### src/rtl/vga_overlay_pkg.sv
// Shared geometry constants and segment helpers for the VGA digit overlay.
package vga_overlay_pkg;

    localparam int DIGIT_W    = 5;
    localparam int DIGIT_H    = 9;
    localparam int DIGIT_GAP  = 3;
    localparam int PAIR_GAP   = 5;
    localparam int PAIR_PITCH = 2 * DIGIT_W + DIGIT_GAP + PAIR_GAP;

    localparam int SEG_A = 6;
    localparam int SEG_B = 5;
    localparam int SEG_C = 4;
    localparam int SEG_D = 3;
    localparam int SEG_E = 2;
    localparam int SEG_F = 1;
    localparam int SEG_G = 0;

    // Corners (cols 0/4 on rows 0/4/8) belong to no segment, so they stay dark.
    function automatic logic seg_lit(
        input logic [6:0] seg,
        input logic [2:0] col,
        input logic [3:0] row
    );
        logic l;
        logic r;
        logic m;
        l = (col == 3'd0);
        r = (col == 3'd4);
        m = (col >= 3'd1) && (col <= 3'd3);
        seg_lit = 1'b0;
        unique case (row)
            4'd0:             seg_lit = m & seg[SEG_A];
            4'd1, 4'd2, 4'd3: seg_lit = (l & seg[SEG_F]) | (r & seg[SEG_B]);
            4'd4:             seg_lit = m & seg[SEG_G];
            4'd5, 4'd6, 4'd7: seg_lit = (l & seg[SEG_E]) | (r & seg[SEG_C]);
            4'd8:             seg_lit = m & seg[SEG_D];
            default:          seg_lit = 1'b0;
        endcase
    endfunction

endpackage

### src/rtl/vga_digit_overlay_seg7.sv
// BCD to seven-segment {a,b,c,d,e,f,g}; codes above 9 decode to all-off.
module seg7_decode (
    input  logic [3:0] bcd_i,
    output logic [6:0] seg_o
);

    always_comb begin
        seg_o = 7'h00;
        unique case (bcd_i)
            4'd0:    seg_o = 7'h7E;
            4'd1:    seg_o = 7'h30;
            4'd2:    seg_o = 7'h6D;
            4'd3:    seg_o = 7'h79;
            4'd4:    seg_o = 7'h33;
            4'd5:    seg_o = 7'h5B;
            4'd6:    seg_o = 7'h5F;
            4'd7:    seg_o = 7'h70;
            4'd8:    seg_o = 7'h7F;
            4'd9:    seg_o = 7'h7B;
            default: seg_o = 7'h00;
        endcase
    end

endmodule

### src/rtl/vga_digit_overlay.sv
// Seven-segment clock overlay: sync-derived beam counters, per-frame input
// shadows, cursor blink and a two-stage pixel pipeline.
module vga_digit_overlay
    import vga_overlay_pkg::*;
#(
    parameter int         NUM_DIGITS   = 6,
    parameter int         SCALE_LOG2   = 0,
    parameter int         H_OFFSET     = 48,
    parameter int         V_OFFSET     = 33,
    parameter int         BLINK_FRAMES = 30,
    parameter logic [2:0] FG_RGB       = 3'b111,
    localparam int        SEL_W        = $clog2(NUM_DIGITS)
) (
    input  logic                    clk,
    input  logic                    rst_n,
    input  logic                    h_sinc,
    input  logic                    v_sinc,
    input  logic [4*NUM_DIGITS-1:0] digits,
    input  logic [10:0]             x_pos,
    input  logic [10:0]             y_pos,
    input  logic                    blink_en,
    input  logic [SEL_W-1:0]        blink_sel,
    output logic                    Rout,
    output logic                    Gout,
    output logic                    Bout
);

    logic                    hs_q, vs_q;
    logic                    h_fall, v_fall;
    logic [10:0]             h_cnt_q, v_cnt_q;
    logic [4*NUM_DIGITS-1:0] dig_sh_q;
    logic [10:0]             x_sh_q, y_sh_q;
    logic                    ben_sh_q;
    logic [SEL_W-1:0]        bsel_sh_q;
    logic [7:0]              frame_q;
    logic                    phase_q;

    assign h_fall = hs_q & ~h_sinc;
    assign v_fall = vs_q & ~v_sinc;

    always_ff @(posedge clk or negedge rst_n) begin
        if (!rst_n) begin
            hs_q      <= 1'b0;
            vs_q      <= 1'b0;
            h_cnt_q   <= '0;
            v_cnt_q   <= '0;
            dig_sh_q  <= {NUM_DIGITS{4'hF}};
            x_sh_q    <= '0;
            y_sh_q    <= '0;
            ben_sh_q  <= 1'b0;
            bsel_sh_q <= '0;
            frame_q   <= '0;
            phase_q   <= 1'b0;
        end else begin
            hs_q <= h_sinc;
            vs_q <= v_sinc;
            if (h_fall)
                h_cnt_q <= '0;
            else if (h_cnt_q != 11'h7FF)
                h_cnt_q <= h_cnt_q + 11'd1;
            if (v_fall)
                v_cnt_q <= '0;
            else if (h_fall)
                v_cnt_q <= v_cnt_q + 11'd1;
            if (v_fall) begin
                dig_sh_q  <= digits;
                x_sh_q    <= x_pos;
                y_sh_q    <= y_pos;
                ben_sh_q  <= blink_en;
                bsel_sh_q <= blink_sel;
                if (frame_q == 8'(BLINK_FRAMES - 1)) begin
                    frame_q <= '0;
                    phase_q <= ~phase_q;
                end else begin
                    frame_q <= frame_q + 8'd1;
                end
            end
        end
    end

    logic [11:0] x_rel, y_rel;
    logic [10:0] cx, cy, pair, rem, idx;
    logic        left_hit, right_hit, on_d, blank;
    logic [2:0]  col_d;
    logic [3:0]  dig_d;

    // Bit 11 of the relative coordinate flags "left of / above" the overlay.
    assign x_rel = {1'b0, h_cnt_q} - 12'(H_OFFSET) - {1'b0, x_sh_q};
    assign y_rel = {1'b0, v_cnt_q} - 12'(V_OFFSET) - {1'b0, y_sh_q};
    assign cx    = x_rel[10:0] >> SCALE_LOG2;
    assign cy    = y_rel[10:0] >> SCALE_LOG2;
    assign pair  = cx / 11'(PAIR_PITCH);
    assign rem   = cx % 11'(PAIR_PITCH);

    assign left_hit  = rem < 11'(DIGIT_W);
    assign right_hit = (rem >= 11'(DIGIT_W + DIGIT_GAP)) &&
                       (rem < 11'(2 * DIGIT_W + DIGIT_GAP));
    assign idx   = (pair << 1) | {10'd0, right_hit};
    assign col_d = right_hit ? 3'(rem - 11'(DIGIT_W + DIGIT_GAP)) : 3'(rem);
    assign blank = ben_sh_q && phase_q && (idx == 11'(bsel_sh_q));
    assign on_d  = !x_rel[11] && !y_rel[11] &&
                   (cy < 11'(DIGIT_H)) &&
                   (pair < 11'(NUM_DIGITS / 2)) &&
                   (left_hit || right_hit);

    always_comb begin
        dig_d = 4'hF;
        for (int i = 0; i < NUM_DIGITS; i++) begin
            if (idx == 11'(i))
                dig_d = dig_sh_q[4*(NUM_DIGITS-1-i) +: 4];
        end
        if (blank)
            dig_d = 4'hF;
    end

    logic       s1_on_q;
    logic [2:0] s1_col_q;
    logic [3:0] s1_row_q;
    logic [3:0] s1_dig_q;
    logic [6:0] seg;
    logic [2:0] rgb_q;

    seg7_decode u_dec (
        .bcd_i (s1_dig_q),
        .seg_o (seg)
    );

    always_ff @(posedge clk or negedge rst_n) begin
        if (!rst_n) begin
            s1_on_q  <= 1'b0;
            s1_col_q <= '0;
            s1_row_q <= '0;
            s1_dig_q <= 4'hF;
            rgb_q    <= '0;
        end else begin
            s1_on_q  <= on_d;
            s1_col_q <= col_d;
            s1_row_q <= cy[3:0];
            s1_dig_q <= dig_d;
            rgb_q    <= (s1_on_q && seg_lit(seg, s1_col_q, s1_row_q)) ?
                        FG_RGB : 3'b000;
        end
    end

    assign {Rout, Gout, Bout} = rgb_q;

endmodule

### config.mk
export PLATFORM = sky130hd
export DESIGN_NAME = vga_digit_overlay
export DESIGN_NICKNAME = d
export VERILOG_FILES = /design/src/rtl/vga_overlay_pkg.sv /design/src/rtl/vga_digit_overlay_seg7.sv /design/src/rtl/vga_digit_overlay.sv
export SDC_FILE = /design/constraint.sdc
export NUM_CORES = 1
export LEC_CHECK = 0
export CAP_MARGIN = 10
export CORE_MARGIN = 1
export CORE_UTILIZATION = 64
export DETAILED_ROUTE_END_ITERATION = 12
export GPL_TIMING_DRIVEN = 0
export PLACE_DENSITY = 0.95
export REMOVE_ABC_BUFFERS = 1
export SLEW_MARGIN = 20
export SYNTH_ARGS = -nofsm -noshare
export SYNTH_HDL_FRONTEND = slang
export SYNTH_SLANG_ARGS = --single-unit
export TNS_END_PERCENT = 5
### constraint.sdc
create_clock -name clk -period 12.1 [get_ports clk]
set_input_delay 2.42 -clock clk [delete_from_list [all_inputs] [get_ports clk]]
set_output_delay 2.42 -clock clk [all_outputs]
set_load 0.05 [all_outputs]
# Word-level counts from Yosys, hierarchy flattened

Memory sizes are Yosys's and may differ from the RTL's.
Index checks and enable logic that the tools add are counted.

Bits of input ports: 54
Memories kept: 1
Word-level logic and storage cells: 101
Output and inout bits: 3
Flip-flop bits (word level): 98
ROM bits: 112

Memories:

| name             | depth | width | rd ports | clocked after Yosys merged registers in | wr ports | RTL line                    | RTL |
|---|---|---|---|---|---|---|---|
| (name not given) | 16    | 7     | 1        | 0                                       | 0        | vga_digit_overlay_seg7.sv:9 | `unique case (bcd_i)` |

Eq/ne operators: 17
Mux-type cells: 15
Reductions and logical operators: 20
$add $sub $neg: 8
Bitwise operators: 15
Order comparisons: 7
Divide/modulo/power cells: 2

Operator list:

| cell                  | number |
|---|---|
| $mux 11               | 4 |
| $mux 4                | 7 |
| $sub 11x6->12 const B | 2 |
| $sub 12x11->12        | 2 |
| $add 11x1->11 const B | 2 |
| $eq 11x2->1 const B   | 2 |
| $eq 11x3->1 const B   | 2 |
| $lt 11x4->1 const B   | 2 |
| $eq 4x3->1 const B    | 4 |
| $div 11x5->11 const B | 1 |
| $eq 11x1->1 const B   | 1 |
| $eq 11x3->1           | 1 |
| $ge 11x4->1 const B   | 1 |
| $logic_not 11->1      | 1 |
| $lt 11x2->1 const B   | 1 |
| $lt 11x3->1 const B   | 1 |
| $mod 11x5->11 const B | 1 |
| $ne 11x11->1 const B  | 1 |
| $or 11x1->11          | 1 |
| $and 1x1->1           | 9 |
| $logic_and 1x1->1     | 9 |
| $add 8x1->8 const B   | 1 |
| $eq 4x2->1 const B    | 2 |
| $eq 8x5->1 const B    | 1 |
| 18 further kinds      | 25 |

# Logic depth before layout (Yosys ltp)

Gate-level depths: netlist of the first run.

Depth in word-level cells: 14
Gate-level depth with buffers: 32
Gate-level depth less buffers: 30

# Modules after synthesis

A second synthesis of the first run with hierarchy kept.

Cells, all modules: 777
Area total of the unflattened synthesis: 6,825.3 sq um

Modules (own cells, without submodules):

| module            | instances | sequential area each (sq um) | area an instance (sq um) | cells an instance |
|---|---|---|---|---|
| vga_digit_overlay | 1         | 2,437.3                      | 6,606.3                  | 749 |
| seg7_decode       | 1         | 0.0                          | 219.0                    | 28 |

# Least setup slack after synthesis of the first run

OpenSTA, ideal clock, no wires.

Path kind: reg2reg
Start point: reg h_cnt_q[1]
End point: reg s1_dig_q[2]
Period minus slack after synthesis: 5,951 ps
Buffers on the path: 0
Data arrival time: 5,869 ps
Cell stages (with the launch flop): 29
Library setup time: 82 ps
Setup slack: 6,149 ps
Required time: 12,018 ps
Path through: dfrtp_1 ha_1 ha_1 inv_1 fa_1 nor2b_1 o211a_1 o211ai_2 and3_1 nor2_1 nand3_1 a31oi_1 o221ai_2 a211oi_2 a31oi_4 o21a_1 or2_2 inv_1 ha_1 inv_1 nor2_1 o221a_2 o21ai_1 a32oi_2 mux2i_1 a211o_1 a211oi_1 a21oi_1 a211o_1

Cells in the longest elaborated chain, start to end: 14
Elaborated cells between the ends (all ways): 23
Those cells by class: 2 x add/sub; 2 x div; 2 x order compare; 6 x eq/ne; 7 x mux; 1 x bitwise; 3 x reduce/logical

Ends and longest elaborated chain:

| item                                       | RTL line                                         | RTL |
|---|---|---|
| start, declared                            | vga_digit_overlay.sv:30                          | `logic [10:0] h_cnt_q, v_cnt_q;` |
| start signal, assigned                     | vga_digit_overlay.sv:60                          | `h_cnt_q <= h_cnt_q + 11'd1;` |
| $sub 11x6->12 (*)                          | vga_digit_overlay.sv:88                          | `assign x_rel = {1'b0, h_cnt_q} - 12'(H_OFFSET) - {1'b0, x_sh_q};` |
| $sub 12x11->12 (*)                         | vga_digit_overlay.sv:88                          |  |
| $mod 11x5->11                              | vga_digit_overlay.sv:93                          | `assign rem = cx % 11'(PAIR_PITCH);` |
| $ge 11x4->1 or $lt 11x4->1 (tied branches) | vga_digit_overlay.sv:96, vga_digit_overlay.sv:97 |  |
| $logic_and 1x1->1                          | vga_digit_overlay.sv:96                          | `assign right_hit = (rem >= 11'(DIGIT_W + DIGIT_GAP)) &&` |
| $or 11x1->11 (*)                           | vga_digit_overlay.sv:98                          | `assign idx = (pair << 1) \| {10'd0, right_hit};` |
| $logic_not 11->1                           | vga_digit_overlay.sv:109                         | `if (idx == 11'(i))` |
| $mux 4 (6 in a row)                        | vga_digit_overlay.sv:109                         |  |
| $mux 4 (*)                                 | vga_digit_overlay.sv:112                         | `if (blank)` |
| named net dig_d[2]                         | vga_digit_overlay.sv:85                          | `logic [3:0] dig_d;` |
| end signal, assigned                       | vga_digit_overlay.sv:139                         | `s1_dig_q <= dig_d;` |
| end, declared                              | vga_digit_overlay.sv:119                         | `logic [3:0] s1_dig_q;` |

Mark *: on every way through the listed nets, which the timed path passes. The rest lies on a longest branch.
A chain may end at the register's enable or synchronous reset.

# Worst setup path after layout of the first run

Start point: reg h_cnt_q[1]
End point: reg s1_dig_q[1]

The elaborated chain is that of the path after synthesis.

==> results of run 1 <==
==> critical path: cells and delay by family, from the launching register on <==
| family | cells | cell delay (ps) |
|---|---|---|
| fa+ha+maj | 4 | 1130 |
| xor+xnor | 1 | 320 |
| simple gates | 9 | 2670 |
| compound gates | 11 | 2640 |
| buf+inv | 3 | 260 |
| flops | 1 | 460 |
==> registers in the layout, indices dropped and copies added (netlist names), 3 cells and up <==
name       count
s1_dig_q       4
frame_q        8
h_cnt_q       11
y_sh_q        11
bsel_sh_q      3
v_cnt_q       11
s1_row_q       4
s1_col_q       3
x_sh_q        11
dig_sh_q      24
==> path summary, 6_finish.rpt <==
| kind | cells past startpoint | end | slack (ps) |
|---|---|---|---|
| max | 28 | s1_dig_q[1] | 4510 |
| min | 2 | dig_sh_q[16] | 470 |
| max reg2reg | 28 | s1_dig_q[1] | 4510 |
| min reg2reg | 2 | dig_sh_q[16] | 470 |
| max in group asynchronous | 2 | dig_sh_q[18] | 9380 |
| min in group asynchronous | 1 | h_cnt_q[9] | 2010 |
==> cell type report <==
class | instances | area, um^2
fill | 661 | 2611
clock inverter | 6 | 67.56
timing repair buffer | 59 | 633.1
inverter | 63 | 236.5
sequential | 96 | 2437
clock buffer | 10 | 127.6
multi-input combinational | 592 | 4040
tap | 136 | 170.2
==> routing by layer <==
layer  vias to the layer above  track usage [%]  wire length (um)
li1                       2799                -                 -
met1                      2970            36.51              6695
met2                       228            57.52              8658
met3                        68            5.303               771
met4                         0            12.78               557
met5                         -                0                 0
==> logic make-up after synthesis <==
family | Yosys count | synth area share (%)
xor+xnor | 36 | 4.943
mux | 13 | 2.168
compound gates | 181 | 20.60
buf+inv | 87 | 5.053
simple gates | 304 | 20.62
fa+ha+maj | 58 | 10.82
flops | 96 | 35.80
==> synth_stat cells (all sizes together), types with 4 or more instances <==
cell type / instances / area, um^2
a211o: 4 / 35.03
nor2b: 11 / 68.82
dfrtp: 68 / 1702
ha: 54 / 675.7
a2bb2oi: 8 / 76.32
dfstp: 28 / 735.7
nor3: 12 / 71.32
or3: 6 / 42.54
xor2: 13 / 121.4
inv: 63 / 236.5
and3: 7 / 43.79
o21ai: 37 / 188.9
xnor2: 22 / 192.7
o211ai: 11 / 97.60
and2: 10 / 65.06
nand2b: 9 / 56.30
clkbuf: 18 / 68.81
a221oi: 7 / 67.56
a22o: 4 / 35.03
o21bai: 5 / 37.54
a211oi: 10 / 90.09
a21o: 8 / 60.06
o21a: 10 / 75.07
nand3: 16 / 85.08
mux2i: 12 / 132.6
a22oi: 4 / 43.79
nor2: 43 / 166.4
buf: 6 / 38.78
nor4: 5 / 31.28
a31oi: 6 / 52.55
o31ai: 7 / 52.55
a21oi: 31 / 166.4
nand4: 9 / 56.30
nand2: 162 / 608.1
==> stage by stage <==
step           cells  setup WS [ps]  utilization (%)  area [um^2]  hold slack [ps]
5_1_grt          962           4071            74.71         7712            482.3
2_1_floorplan    751           5954                -         6701            435.8
6_report         962           4509            74.71         7712            467.3
3_5_place_dp     946           4712            72.79         7515            449.6
4_1_cts          962           4703            74.68         7710            465.7
3_3_place_gp     943           4417            71.99         7432            447.8
==> placed cells by master, fill, tap and decap left out, types with 8 or more instances in the layout <==
| cell | synthesis | final |
|---|---|---|
| o21ai_0 | 34 | 34 |
| o21a_1 | 10 | 10 |
| and2_1 | 9 | 9 |
| nand2b_1 | 9 | 8 |
| xor2_1 | 12 | 12 |
| dfstp_2 | 28 | 28 |
| ha_1 | 54 | 54 |
| o211ai_1 | 8 | 8 |
| nor3_1 | 11 | 11 |
| xnor2_1 | 22 | 22 |
| nor2_1 | 41 | 41 |
| nand3_1 | 15 | 15 |
| nor2b_1 | 11 | 9 |
| inv_1 | 63 | 63 |
| dfrtp_1 | 68 | 68 |
| nand2_1 | 162 | 162 |
| nand4_1 | 9 | 9 |
| a21o_1 | 8 | 8 |
| clkbuf_8 | 0 | 9 |
| clkdlybuf4s50_1 | 0 | 55 |
| a21oi_1 | 28 | 28 |
| mux2i_1 | 11 | 11 |
==> results.ini, run 1 <==
[routing]
drc_errors=0
via_count=6065
vias_per_cell=6.305
routedWlPerCell_um=17.34
first_iter_violations=530
dr.pass1.iters=6
drtAntennaViolNets=0
wl_um=16680

[global_routing]
grt_max_degree=59
grt_pass1_vias=6211
grt_first_pass_wirelength_um=27990
antenna_found_initial=0
grt_use_total_pct=31.51
grt_overflow_total=0

[die]
chipHeight_um=105.1
die_x_um=105.1
core_area_um2=10320
dieArea_um2=11060
initial_core_util_pct=65.96
pin_count=57
rows=37

[timing]
finalSetupTns_ps=0
period_needed_ps=7591
fin_crit_sh_pct=62.74
max_slew.worst_pin.slew_ps=1085
finalSetupViolCount=0
slew_violations=0
fin_worst_skew_ps=17.27
rsz0062_at_grt=no
timing.fmax_ghz=0.1317
hold_violations=0
slew_headroom_pct=27.23

[min_path]
min-delay-start=dig_sh_q[16]
hold_class=reg -> reg

[yosys]
synth_edf_count=0
synth-warning-count=0
yosys.cell_types.count=90
ys_seq_elements=96
synthArstFlopShare_pct=100.0
ys.flop_type=dfrtp_1
synth_area_um2=6809
synth_area_per_cell_um2=8.786
syn_inst=775
ys_seq_area_share_pct=35.80

[run]
maxCapViolCount=0

[cts]
cts_buffers=9
cts_setup_buffers=0
hold_buffers=0
cts_tree=yes
clockRootBuffer=clkbuf_8
cts_resized=0
cts_sinks=96
htreeDepth=3
path_clk_slew_ps=100
clockBufferDepth=2
clkLatencyLatePin_ps=380

[setup_path]
crit_start=h_cnt_q[1]
path_class=reg -> reg
crit_path_start_kind=flip-flop
arrival_ps=7870
critPathCaptureType=flip-flop
required_ps=12380
crit_slowest_cell=nor3b_1
cp_max_fo=14
slowest_delay_ps=500
r2r_start=h_cnt_q[1]

[layout]
drive_above_1_share_pct=10.53
area_growth_pct=13.27
nets=931
n_antenna_cell=0

[placement]
dpl.hpwl_um=12360
portBuffers=56
gp_congestion=0.8928

[status]
outcome=complete, no violations

Power of run 1 is not shown: default switching activity piles up to over one toggle a cycle in this logic, so the estimate is an artifact.
==> inputs of run 2 (changes only) <==
--- a/config.mk
+++ b/config.mk
@@ -7,10 +7,10 @@
 export LEC_CHECK = 0
 export CAP_MARGIN = 10
 export CORE_MARGIN = 1
-export CORE_UTILIZATION = 64
+export CORE_UTILIZATION = 59
 export DETAILED_ROUTE_END_ITERATION = 12
 export GPL_TIMING_DRIVEN = 0
-export PLACE_DENSITY = 0.95
+export PLACE_DENSITY = 0.92
 export REMOVE_ABC_BUFFERS = 1
 export SLEW_MARGIN = 20
 export SYNTH_ARGS = -nofsm -noshare
==> constraint.sdc (replaced) <==
create_clock -name clk -period 7.5 [get_ports clk]
set_input_delay 1.5 -clock clk [delete_from_list [all_inputs] [get_ports clk]]
set_output_delay 1.5 -clock clk [all_outputs]
set_load 0.05 [all_outputs]
==> run 2 against run 1 <==
Flip-flop and latch count is the same; sequential share of layout area shrank 0.66 points; count of clock-buffer cells in the layout increased by 5; maximum frequency up 7.4%; non-clock buffer count is 1 higher; critical path type unchanged; critical endpoint unchanged; highest routed layer unchanged.
==> results.ini, run 2 (synthesized netlist as in run 1, its figures left out) <==
[status]
outcome=complete, no violations  ; unchanged

[run]
maxCapViolCount=0  ; unchanged

[routing]
via_count=5859  ; was 6065
drtAntennaViolNets=0  ; unchanged
routedWlPerCell_um=16.22  ; was 17.34 um
first_iter_violations=424  ; was 530
vias_per_cell=6.059  ; was 6.305
drc_errors=0  ; unchanged
wl_um=15680  ; was 16680 um
dr.pass1.iters=5  ; was 6

[global_routing]
grt_max_degree=86  ; was 59
grt_pass1_vias=5612  ; was 6211
grt_overflow_total=0  ; unchanged
antenna_found_initial=0  ; unchanged
grt_use_total_pct=28.00  ; was 31.51%
grt_first_pass_wirelength_um=26120  ; was 27990 um

[timing]
max_slew.worst_pin.slew_ps=1009  ; was 1085 ps
rsz0062_at_grt=no  ; unchanged
timing.fmax_ghz=0.1414  ; was 0.1317 GHz
slew_headroom_pct=32.45  ; was 27.23%
hold_violations=0  ; unchanged
finalSetupViolCount=0  ; unchanged
period_needed_ps=7070  ; was 7591 ps
layout_setup_ws_ps=429.6  ; was 4509 ps
fin_crit_sh_pct=94.27  ; was 62.74%
finalSetupTns_ps=0  ; unchanged
slew_violations=0  ; unchanged
fin_worst_skew_ps=5.065  ; was 17.27 ps
hold_ws_ps=458.8  ; was 467.3 ps

[setup_path]
path_class=reg -> reg  ; unchanged
arrival_ps=7300  ; was 7870 ps
rrSetupSlack_ps=430  ; was 4510 ps
crit_path_start_kind=flip-flop  ; unchanged
r2r-end=s1_dig_q[1]  ; unchanged
r2r_start=h_cnt_q[1]  ; unchanged
reg2regPathDepth=28  ; unchanged
required_ps=7730  ; was 12380 ps
crit_slowest_cell=dfrtp_1  ; was nor3b_1
critPathCaptureType=flip-flop  ; unchanged
slowest_delay_ps=440  ; was 500 ps
cp_max_fo=14  ; unchanged

[layout]
area_growth_pct=15.67  ; was 13.27%
nets=932  ; was 931
n_antenna_cell=0  ; unchanged
final_common_cell=nand2_1  ; unchanged
largest_reg_flops=24  ; unchanged
largest-register=dig_sh_q  ; unchanged
stdcell_area_um2=7876  ; was 7712 um^2
drive_above_1_share_pct=11.00  ; was 10.53%
layout_common_cells=162 x nand2_1, 68 x dfrtp_1, 63 x inv_1, 55 x clkdlybuf4s50_1, 54 x ha_1  ; unchanged

[min_path]
hold_depth=2  ; unchanged
hold_class=reg -> reg  ; unchanged
min-delay-start=dig_sh_q[15]  ; was dig_sh_q[16]
worstHoldEndpoint=dig_sh_q[15]  ; was dig_sh_q[16]

[cts]
cts_tree=yes  ; unchanged
clkLatencyLatePin_ps=340  ; was 380 ps
cts_buffers=9  ; unchanged
cts_sinks=96  ; unchanged
path_clk_slew_ps=60  ; was 100 ps
clockRootBuffer=clkbuf_16  ; was clkbuf_8
clockBufferDepth=2  ; unchanged
htreeDepth=3  ; unchanged

[die]
chipHeight_um=109.4  ; was 105.1 um
dieArea_um2=11970  ; was 11060 um^2
die_x_um=109.4  ; was 105.1 um
rows=38  ; was 37
core_area_um2=11030  ; was 10320 um^2
initial_core_util_pct=61.73  ; was 65.96%
pin_count=57  ; unchanged

[placement]
dpl_cell_area_um2=7551  ; was 7515 um^2
gp_congestion=0.8902  ; was 0.8928
dp_slack_ps=293.3  ; was 4712 ps
portBuffers=56  ; unchanged
dpl.hpwl_um=11110  ; was 12360 um

## run 2: cell count changes in the layout (fill, tap and decap cells not counted), sizes merged
cell      before  now
clkinv         2    0
buf            4    5
clkinvlp       2    0
bufinv         1    0
clkbuf        10   15
## run 2: worst max path at each step
| stage | from | end | slack [ps] | cells past startpoint |
|---|---|---|---|---|
| after floorplan | h_cnt_q[1] | s1_dig_q[0] | 1350 | 28 |
| after global placement | h_cnt_q[1] | s1_dig_q[0] | 440 | 28 |
| after detailed placement | h_cnt_q[1] | s1_dig_q[0] | 290 | 28 |
| after CTS | h_cnt_q[1] | s1_dig_q[0] | 200 | 28 |
| after global routing | h_cnt_q[1] | s1_dig_q[1] | 5 | 28 |
| final | h_cnt_q[1] | s1_dig_q[1] | 430 | 28 |
## run 2: final cells by class
type,instances,area (um^2)
Fill cell,769,3154
Tap cell,140,175.2
Multi-Input combinational cell,592,4058
Clock buffer,15,299.0
Clock inverter,1,6.256
Sequential cell,96,2437
Inverter,63,236.5
Timing Repair Buffer,60,664.4
## run 2: per-layer routing
metal | routed length [um] | GRT usage, %
met1 | 7073 | 37.05
met3 | 602 | 4.327
met5 | 0 | 0
met4 | 281 | 9.238
met2 | 7727 | 47.08
## run 2: metrics by stage
step | instances | utilization, %
after floorplan | 751 | -
after global placement | 947 | 67.42
after detailed placement | 951 | 68.46
after CTS | 967 | 71.22
after global routing | 967 | 71.40
final | 967 | 71.40
## run 2: what timing repair did
item	in CTS	in global routing
resized for setup	0	3
hold buffers	0	0
buffers inserted	0	0
endpoints found under the setup margin	0	4
## run 2: worst max-delay path, delay by kind of cell (launching register included)
family,cells,cell delay [ps]
DFF,1,440
adders and majority gates,4,1140
AOI/OAI and AO/OA,12,2600
and+or+nand+nor,9,2530
buffers and inverters,3,260
Power of run 2 is left out for the same reason.
